**config.mk**
```make
export PLATFORM = sky130hd
export DESIGN_NAME = pipe_ctrl
export DESIGN_NICKNAME = d
export VERILOG_FILES = /design/src/rtl/pipe_ctrl.sv
export SDC_FILE = /design/constraint.sdc
export NUM_CORES = 1
export LEC_CHECK = 0
export CAP_MARGIN = 20
export CORE_AREA = 3 3 116 118
export CTS_BUF_LIST = sky130_fd_sc_hd__clkbuf_8
export DETAILED_ROUTE_END_ITERATION = 12
export DIE_AREA = 0 0 119 121
export PLACE_DENSITY = 0.87
export SKIP_LAST_GASP = 1
export SLEW_MARGIN = 30
export SYNTH_ARGS = -nofsm -noshare
export SYNTH_HDL_FRONTEND = slang
export SYNTH_SLANG_ARGS = --single-unit
export TNS_END_PERCENT = 20
```
**constraint.sdc**
```tcl
create_clock -name clk -period 4.1 [get_ports clk]
set_input_delay 1.025 -clock clk [delete_from_list [all_inputs] [get_ports clk]]
set_output_delay 1.025 -clock clk [all_outputs]
set_load 0.005 [all_outputs]
```
**src/rtl/pipe_ctrl.sv**
```systemverilog
// Pipeline hazard controller: stall/bubble steering, halt sequencing on
// memory/writeback exceptions, and saturating performance counters.
module pipe_ctrl (
    input  logic        clk,
    input  logic        rst,
    input  logic [3:0]  D_icode,
    input  logic [3:0]  E_icode,
    input  logic [3:0]  M_icode,
    input  logic [3:0]  d_srcA,
    input  logic [3:0]  d_srcB,
    input  logic [3:0]  E_dstM,
    input  logic        e_Cnd,
    input  logic [1:0]  m_stat,
    input  logic [1:0]  W_stat,
    output logic        F_stall,
    output logic        D_stall,
    output logic        D_bubble,
    output logic        E_bubble,
    output logic        M_bubble,
    output logic        W_stall,
    output logic        set_cc,
    output logic        halted,
    output logic [1:0]  exc_code,
    output logic [31:0] cyc_cnt,
    output logic [31:0] lu_cnt,
    output logic [31:0] mp_cnt,
    output logic [31:0] ret_cnt
);

    localparam logic [3:0] I_OPQ    = 4'h6;
    localparam logic [3:0] I_JXX    = 4'h7;
    localparam logic [3:0] I_RET    = 4'h9;
    localparam logic [3:0] I_MRMOVQ = 4'h5;
    localparam logic [3:0] I_POPQ   = 4'hb;
    localparam logic [3:0] R_NONE   = 4'hf;
    localparam logic [1:0] S_AOK    = 2'd0;

    typedef enum logic [1:0] {
        RUN    = 2'd0,
        DRAIN  = 2'd1,
        HALTED = 2'd2
    } state_t;

    state_t state, state_nx;

    logic loaduse, mispred, retpend, mexc, wexc, active;

    assign loaduse = ((E_icode == I_MRMOVQ) || (E_icode == I_POPQ)) &&
                     (E_dstM != R_NONE) &&
                     ((E_dstM == d_srcA) || (E_dstM == d_srcB));
    assign mispred = (E_icode == I_JXX) && !e_Cnd;
    assign retpend = (D_icode == I_RET) || (E_icode == I_RET) || (M_icode == I_RET);
    assign mexc    = (m_stat != S_AOK);
    assign wexc    = (W_stat != S_AOK);
    assign active  = (state != HALTED);

    // State register
    always_ff @(posedge clk) begin
        if (rst) state <= RUN;
        else     state <= state_nx;
    end

    // Next-state and pipeline control outputs; reset forces a flush
    always_comb begin
        state_nx = state;
        F_stall  = 1'b0;
        D_stall  = 1'b0;
        D_bubble = 1'b0;
        E_bubble = 1'b0;
        M_bubble = 1'b0;
        W_stall  = 1'b0;
        set_cc   = 1'b0;
        if (rst) begin
            D_bubble = 1'b1;
            E_bubble = 1'b1;
            M_bubble = 1'b1;
        end else begin
            case (state)
                RUN, DRAIN: begin
                    F_stall  = loaduse || retpend;
                    D_stall  = loaduse;
                    D_bubble = mispred || (retpend && !loaduse);
                    E_bubble = mispred || loaduse;
                    M_bubble = mexc || wexc;
                    W_stall  = wexc;
                    set_cc   = (E_icode == I_OPQ) && !mexc && !wexc;
                    if (wexc)                       state_nx = HALTED;
                    else if (mexc && state == RUN)  state_nx = DRAIN;
                end
                HALTED: begin
                    F_stall = 1'b1;
                    D_stall = 1'b1;
                    W_stall = 1'b1;
                end
                default: state_nx = RUN;
            endcase
        end
    end

    // Halt flag and terminating status, captured on entry to HALTED
    always_ff @(posedge clk) begin
        if (rst) begin
            halted   <= 1'b0;
            exc_code <= S_AOK;
        end else if (active && wexc) begin
            halted   <= 1'b1;
            exc_code <= W_stat;
        end
    end

    // Saturating performance counters, frozen once halted
    always_ff @(posedge clk) begin
        if (rst) begin
            cyc_cnt <= '0;
            lu_cnt  <= '0;
            mp_cnt  <= '0;
            ret_cnt <= '0;
        end else if (active) begin
            if (cyc_cnt != '1)                       cyc_cnt <= cyc_cnt + 32'd1;
            if (loaduse && lu_cnt != '1)             lu_cnt  <= lu_cnt + 32'd1;
            if (mispred && mp_cnt != '1)             mp_cnt  <= mp_cnt + 32'd1;
            if (retpend && !loaduse && ret_cnt != '1) ret_cnt <= ret_cnt + 32'd1;
        end
    end

endmodule

```
==> out/results.ini <==
[grt]
use_met1_pct=30.9
top_usage_layer=met2
grt_max_degree=72
use_met2_pct=40.8
antenna_found_initial=1
track_usage_pct=24.7
grt_pass1_vias=6264
use_met3_pct=6.01
overflow=0
grt_pass1_wl_mm=29.4

[clock_network]
cts.sinks=133
cts_made_buffers=17
cts_tree=yes
worstSkewPairLatency_ns=0.44
clockRootBuffer=clkbuf_8
cts_hold_buf=0
clk_path_buf_depth=2
path_clk_slew_ns=0.07
cts.htree.levels=4

[timing]
rsz0062_at_grt=true
setup_viol=0
finalCritPeriodShare_pct=99.1
drv_slew=0
fmax_mhz=246
hold_viol_final=0
slew_headroom_pct=35.6
worst_slack_ns=0.0386
worstMarginPinSlew_ns=0.955
min_period_ns=4.06
clock_skew_ns=0.0121

[synthesis]
synth_area_leaders=dfxtp_1 39%, xor2_1 8.9%, nor2_1 7.5%
synth_cells=826
ys_seq_area_share_pct=39.3
ys_ff_latch=133
synthMostInstantiatedCell=nor2_1
syn_area_sq_um=6780
synth.avg_cell_area_sq_um=8.21
synth_ff_type=dfxtp_1
yosysTopAreaCell=dfxtp_1
synth_fp_nets=861
yosys_warnings=0
synth_top_area_share_pct=39.3
synthTopCellsByCount=136 x nor2_1, 133 x dfxtp_1, 69 x xor2_1
yosysUniqueCellTypes=52
synth_edf_count=0
async_flop_share_pct=0

[route]
drt-pass1-iter-count=7
viasPerCell=5.70
vias=6707
drc=0
wirelength_mm=18.0
wl_per_cell_um=15.3
drt_iter0_drc=538
postRouteAntennaNets=0

[die]
floorplan.initialDensity_pct=53.9
dieArea_sq_um=14400
rows=41
die_x_um=119
core_sq_um=12600
ioPinCount=169
die_y_um=121

[finish]
nNetsFinal=1026
utilization_pct=71.9
final_cells=1176
num_antenna_cells=0
drive_gt1_share_pct=6.57
areaGrowthSynthToFinish_pct=33.3

[worst_setup_path]
crit_path_start_kind=primary input
end_kind=output port
crit_start=E_dstM[0]
path_max_fanout=4
path_class=primary input to output port
cp.required_ns=3.07
arrival_ns=3.04
r2r_start=ret_cnt[7]

[pwr]
leakagePower_nw=3.09
ir_drop_mv=0.208
totalPowerFinal_mw=2.48
pwr_density_cell_nw_per_um2=275

[min_path]
hp-class=flip-flop to flip-flop
worstHoldStart=halted

[placement]
hpwlAfterDp_mm=12.9
portBuffers=168
dp.cells=1143
gp_congestion=0.916
pre_cts_slack_ns=0.0488

[status]
status=complete, no violations

[run]
drv_cap=0

==> timing repair <==
item | CTS | global route
setup endpoints to repair | 0 | 3
buffers inserted | 0 | 1
gates resized for setup | 0 | 2
==> flip-flops by register name, summed over array words and instances, names as in the netlist <==
signal    count
ret_cnt      32
mp_cnt       32
cyc_cnt      32
exc_code      2
state         2
lu_cnt       32
halted        1
==> cell usage in the layout, fill, tap and decap left out, drive strengths merged, types with 19 or more instances in the layout <==
cell type	count
clkdlybuf4s50	166
nor2	136
dfxtp	133
xor2	69
nand4	65
nand2	63
nand3	52
xnor2	42
nor3	31
and3	29
clkbuf	21
a21oi	19
==> logic make-up after synthesis <==
kind of cell,count (synthesis),synth area share [%]
DFF,133,39.3
xor gates and xnor gates,111,14.3
and+or+nand+nor,471,36.7
muxes,8,1.27
buffers and inverters,45,2.49
AOI/OAI and AO/OA,54,5.13
adders and majority gates,4,0.738
==> final timing paths <==
check / endpoint / depth (start not counted) / slack (ns)
max reg2reg: ret_cnt[19] / 6 / 1.34
min reg2reg: halted / 2 / 0.45
min: halted / 2 / 0.45
max: D_stall / 8 / 0.04
==> cell type report <==
type | instances | area (sq um)
Clock buffer | 21 | 289
Clock inverter | 11 | 85.1
Fill cell | 995 | 3540
Inverter | 11 | 41.3
Multi-Input combinational cell | 648 | 3970
Sequential cell | 133 | 2660
Tap cell | 172 | 215
Timing Repair Buffer | 180 | 1770
==> report_power, final <==
| part | leakage, nW | internal (mW) | switching (mW) | total, mW |
|---|---|---|---|---|
| combinational | 1.82 | 0.0699 | 0.0731 | 0.143 |
| sequential | 1.07 | 1.30 | 0.00937 | 1.31 |
| clock | 0.201 | 0.534 | 0.500 | 1.03 |
| total | 3.09 | 1.90 | 0.582 | 2.48 |
==> critical path, stage by stage <==
cell             delay, ns
clkdlybuf4s50_1       0.49
xnor2_1               0.22
nand4_1               0.18
a21o_1                0.26
nor2_1                0.11
nor2_1                0.06
nor2_1                0.15
clkdlybuf4s50_1       0.53
==> routing by layer <==
layer | share of wire (%) | wire (um)
met4 | 2.2 | 392
met1 | 43 | 7710
met3 | 7.2 | 1290
met2 | 48 | 8640
met5 | 0.072 | 13
==> through the flow <==
stage | hold slack, ns | instance area [sq um] | setup TNS, ns
6_report | 0.453 | 9030 | 0
5_1_grt | 0.469 | 9030 | -0.110
4_1_cts | 0.455 | 9000 | 0
3_5_place_dp | 0.438 | 8630 | 0
3_3_place_gp | 0.436 | 8630 | 0
2_1_floorplan | 0.442 | 6780 | 0
No activity file was read; power rests on OpenSTA's default activity.
